`src/rtl/fpmulr2.sv`:
```
// Radix-2 sequential shift-add multiplier: full 2*FPWID product, one multiplier bit per clk4x edge.
// Optional early termination when the remaining multiplier bits are zero: FPMULR2_EARLY_OUT_EN.
module fpmulr2 #(
  parameter int FPWID     = 112,
  parameter int DONE_HOLD = 8
) (
  input  logic                 i_clk4x,
  input  logic                 i_rst_n,
  input  logic                 i_ld,
  input  logic [FPWID-1:0]     i_a,
  input  logic [FPWID-1:0]     i_b,
  output logic [2*FPWID-1:0]   o_p,
  output logic [7:0]           o_lzcnt,
  output logic                 o_busy,
  output logic                 o_done
);

  localparam int PW = 2 * FPWID;
  localparam int CW = $clog2(FPWID + 1);

  typedef enum logic [1:0] {S_IDLE, S_RUN, S_FIN} state_t;

  state_t          r_state;
  logic [FPWID-1:0] r_ma;
  logic [FPWID-1:0] r_mb;
  logic [PW-1:0]   r_acc;
  logic [CW-1:0]   r_cnt;
  logic [PW-1:0]   r_p;
  logic [7:0]      r_lzcnt;
  logic            r_busy;
  logic            r_done;
  logic [7:0]      r_hold;
  logic [FPWID:0]  w_sum;

  // Upper half plus the selected partial product; the carry lands in the shifted-in MSB.
  assign w_sum = {1'b0, r_acc[PW-1:FPWID]} + {1'b0, (r_mb[0] ? r_ma : {FPWID{1'b0}})};

  function automatic logic [7:0] clz(input logic [PW-1:0] v);
    logic [7:0] n;
    n = 8'(PW);
    for (int i = 0; i < PW; i++) begin
      if (v[i]) n = 8'(PW - 1 - i);
    end
    return n;
  endfunction

  always_ff @(posedge i_clk4x or negedge i_rst_n) begin
    if (!i_rst_n) begin
      r_state <= S_IDLE;
      r_ma    <= '0;
      r_mb    <= '0;
      r_acc   <= '0;
      r_cnt   <= '0;
      r_p     <= '0;
      r_lzcnt <= '0;
      r_busy  <= 1'b0;
      r_done  <= 1'b0;
      r_hold  <= '0;
    end else if (i_ld) begin
      r_state <= S_RUN;
      r_ma    <= i_a;
      r_mb    <= i_b;
      r_acc   <= '0;
      r_cnt   <= CW'(FPWID);
      r_busy  <= 1'b1;
      r_done  <= 1'b0;
      r_hold  <= '0;
    end else begin
      case (r_state)
        S_RUN: begin
`ifdef FPMULR2_EARLY_OUT_EN
          // No multiplier bits left: the remaining steps are pure right shifts.
          if (r_mb == '0 && r_cnt != '0) begin
            r_acc   <= r_acc >> r_cnt;
            r_cnt   <= '0;
            r_state <= S_FIN;
          end else
`endif
          begin
            r_acc <= {w_sum, r_acc[FPWID-1:1]};
            r_mb  <= r_mb >> 1;
            r_cnt <= r_cnt - CW'(1);
            if (r_cnt == CW'(1)) r_state <= S_FIN;
          end
        end
        S_FIN: begin
          r_p     <= r_acc;
          r_lzcnt <= clz(r_acc);
          r_done  <= 1'b1;
          r_hold  <= 8'(DONE_HOLD);
          r_busy  <= 1'b0;
          r_state <= S_IDLE;
        end
        default: begin
          // Stretch done so the 1x domain is guaranteed to see it.
          if (r_done) begin
            if (r_hold <= 8'd1) begin
              r_done <= 1'b0;
              r_hold <= '0;
            end else begin
              r_hold <= r_hold - 8'd1;
            end
          end
        end
      endcase
    end
  end

  assign o_p     = r_p;
  assign o_lzcnt = r_lzcnt;
  assign o_busy  = r_busy;
  assign o_done  = r_done;

endmodule

```
`config.mk`:
```
export PLATFORM = sky130hd
export DESIGN_NAME = fpmulr2
export DESIGN_NICKNAME = d
export VERILOG_FILES = /design/src/rtl/fpmulr2.sv
export SDC_FILE = /design/constraint.sdc
export NUM_CORES = 2
export LEC_CHECK = 0
export BUFFER_PORTS_ARGS = -buffer_cell sky130_fd_sc_hd__buf_2
export CAP_MARGIN = 20
export CORE_MARGIN = 5
export CORE_UTILIZATION = 64
export DETAILED_ROUTE_END_ITERATION = 8
export PLACE_DENSITY_LB_ADDON = 0.1
export SYNTH_ARGS = -nofsm -noshare
export SYNTH_HDL_FRONTEND = slang
export SYNTH_SLANG_ARGS = --single-unit
export TNS_END_PERCENT = 20
```
`constraint.sdc`:
```
create_clock -name i_clk4x -period 5.8 [get_ports i_clk4x]
set_clock_uncertainty 0.1 [all_clocks]
set_input_delay 1.16 -clock i_clk4x [delete_from_list [all_inputs] [get_ports i_clk4x]]
set_output_delay 1.16 -clock i_clk4x [all_outputs]
set_load 0.01 [all_outputs]
```
==> results.yml <==
pwr:
  seq_power_share_pct: 42.2
  internal_power_uw: 9400
  p_leak_uw: 0.0208
  pwr_density_cell_nw_per_um2: 316
  vdd_ir_drop_max_mv: 0.265
  share_comb_of_total_power_pct: 20.1
  clock_power_share_pct: 37.6
  power.share.switching_pct: 30.5
  power_switching_uw: 4130
sta:
  fmax_mhz: 212
  worst_slack_ns: 1.07
  finalHoldViolations: 0
  grt_setup_unrepaired: "false"
  slew-limit-headroom_pct: 27.9
  post-route-period-util_pct: 81.5
  setup_tns_ns: 0
  final.min_clock_period_ns: 4.73
  timing_max_transition_violations_final: 0
  tightest_slew_ns: 1.08
  finish_stage_setup_viols: 0
grt:
  grt_antenna_before_repair: 11
  pin_count_of_the_biggest_net_entering_global_routing: 188
  via_count_of_the_first_global_routing_pass: 32063
  overflow_after_grt: 0
  globalRouteTotalUtil_pct: 33.0
  grt_first_pass_wirelength_um: 171000
job:
  timing.max_cap.violations: 0
floorplan:
  effective_utilization_at_floorplan_pct: 64.7
  floorplan_die_area_sq_um: 63300
  floorplan.die.height_um: 252
  floorplan.io_pins: 461
  die_wd_um: 252
  placement_rows: 88
  core_sq_um: 57800
clocking:
  clock-sinks: 699
  cts_max_path_buffers: 3
  clock_tree.htree_level_count: 3
  post_cts_hold_buffer_count: 0
  cts_root_buffer: "clkbuf_16"
  clk_latency_ns: 0.63
  clock_slew_at_the_register_clock_pins_of_the_worst_setup_and_hold_paths_ns: 0.06
  cts_inserted_buffers: 74
  post_cts.repair.setup_buffers: 0
  postCtsResizedCells: 0
  cts_tree: "yes"
routing:
  drt_drc_violations_left: 0
  post_drt_wl_per_cell_um: 19.8
  drtPass1Iterations: 6
  wirelength_um: 108000
  final_antenna_net_count: 0
  route.vias.total: 33088
  viasPerCell: 6.08
  drt_iter0_drc: 2837
layout:
  final_layout_size_suffix_gt1_share_pct: 16.1
  number_of_fill_cells_in_the_layout: 4487
  syn_to_final_growth_pct: 14.6
  finish.net_count: 4959
  final_core_util_pct: 74.1
  finalInstanceArea_sq_um: 42800
setup_path:
  crit_path_max_fanout: 76
  end_kind: "flop"
  critPathArrivalTime_ns: 5.13
  timing.critical_path.required_ns: 6.20
  path_class: "flop to flop"
  setup.worst_path.start_class: "flop"
synth:
  asr_flop_ratio_synth_pct: 100
  synth.distinct_cells: 79
  number_of_synthesized_flops_with_an_enable_pin: 0
  synth_flop_cell: "dfrtp_1"
  synthCells: 4273
  synth.ff_latch_count: 699
  postSynthAreaPerCell_sq_um: 8.75
  mappedNetlistArea_sq_um: 37400
  ys_seq_area_share_pct: 46.8
  synth-warning-count: 0
  synth.net_count: 4617
place:
  detailedPlacementHpwl_um: 75500
  post_dp_cell_area_sq_um: 40200
  globalplace.congestion: 0.962
  preCtsSetupSlack_ns: 1.17
  portBuffers: 460
run_status:
  outcome: "finished clean"
min_path:
  hold_class: "flop to flop"
-- worst max-delay path, cell delays in order (launching register included) --
cell and delay, ns:
dfrtp_2 0.74, buf_12 0.35, and2_1 0.18, ha_1 0.29, a2111oi_0 0.56, nand2_1 0.12
a21oi_1 0.34, o31ai_1 0.16, a22oi_2 0.47, a2111oi_2 0.20, o21a_1 0.23, o31a_1 0.28
or3_1 0.31, a32o_1 0.26
-- synth_stat cells (31+ instances only) --
master	count	area, sq um
o31ai_1	32	240
o21bai_1	39	293
nor4_1	55	344
nor3_1	59	295
inv_1	80	300
mux2_2	113	1270
a211oi_1	36	270
nor2_1	225	845
ha_1	116	1450
a21oi_1	333	1670
a21o_1	74	556
nand4_1	38	238
clkbuf_1	186	698
o21ai_0	293	1470
dfrtp_1	699	17500
xor2_1	31	272
nand2_1	1179	4430
xnor2_1	58	508
nand3_1	52	260
mux2i_1	113	1130
and2_1	124	776
-- per-layer routing --
metal  vias up  wire, um  GRT usage (%)
met5         -        36              0
met1     15955     44100           45.4
met3       276      9950           7.68
met4        10      4490           12.6
li1      15518         -              -
met2      1329     49100           51.8
-- path summary, 6_finish.rpt --
kind                       depth (start not counted)                 from                endpoint  slack, ns
setup / recovery                                  13  r_mb[0]$_DFFE_PN0P_  r_acc[213]$_DFFE_PN0P_       1.07
hold / removal                                     2  o_p[70]$_DFFE_PN0P_     o_p[70]$_DFFE_PN0P_       0.36
setup reg to reg                                  13  r_mb[0]$_DFFE_PN0P_  r_acc[213]$_DFFE_PN0P_       1.07
hold reg to reg                                    2  o_p[70]$_DFFE_PN0P_     o_p[70]$_DFFE_PN0P_       0.36
max in group asynchronous                          2              i_rst_n    r_ma[87]$_DFFE_PN0P_       3.91
min in group asynchronous                          1              i_rst_n   r_acc[78]$_DFFE_PN0P_       0.44
-- power groups by stage --
stage | Sequential, uW | Combinational, uW | Clock, uW
final | 5720 | 2720 | 5100
after CTS | 5700 | 2690 | 5150
after detailed placement | 5780 | 2670 | 0
after global placement | 5770 | 2620 | 0
after floorplan | 5610 | 1890 | 0
after global routing | 5750 | 3020 | 5350
-- registers in the layout, summed over array words and instances (netlist names) --
name,flops
o_p,224
r_acc,224
r_ma,112
r_mb,112
o_lzcnt,8
r_hold,8
r_cnt,7
r_state,2
o_busy,1
o_done,1
-- area by class of cell --
cell class | count | area (sq um) | area share (%)
diodes | 6 | 15.0 | 0.0351
clock inverters | 32 | 464 | 1.08
repair buffers | 484 | 2630 | 6.14
well taps | 765 | 957 | 2.24
inverters | 80 | 300 | 0.701
clock buffers | 101 | 2170 | 5.06
flip-flops and latches | 699 | 17500 | 40.9
multi-input cells | 3276 | 18800 | 43.9
-- cells in the final DEF, fill, tap and decap left out, drive strengths merged, types with 31 or more instances in the layout --
| cell | count |
|---|---|
| mux2i | 113 |
| inv | 83 |
| a21o | 74 |
| a211oi | 36 |
| nand3 | 52 |
| o21ai | 300 |
| nor4 | 57 |
| dfrtp | 699 |
| o21bai | 39 |
| buf | 484 |
| and2 | 124 |
| nand2 | 1179 |
| ha | 116 |
| clkbuf | 101 |
| xnor2 | 58 |
| a21oi | 333 |
| nor2 | 225 |
| nor3 | 59 |
| nand4 | 38 |
| o31ai | 34 |
| xor2 | 31 |
| mux2 | 113 |
-- logic make-up (layout without fill, tap and decap cells) --
family	Yosys count	after routing	synth area share, %
simple gates	1852	1852	21.5
xor+xnor	89	89	2.09
compound gates	992	992	16.2
flops	699	699	46.8
fa+ha+maj	117	117	3.94
buf+inv	298	697	3.01
other cells	0	6	0
mux	226	226	6.43
-- per-stage QoR --
stage                     hold WS [ns]  instances  power [uW]
after floorplan                  0.362       4273        7500
after global placement           0.353       5304        8390
after detailed placement         0.357       5304        8450
after CTS                        0.371       5437       13500
after global routing             0.383       5442       14100
final                            0.364       5443       13500
Power figures use the tool's default switching activity.
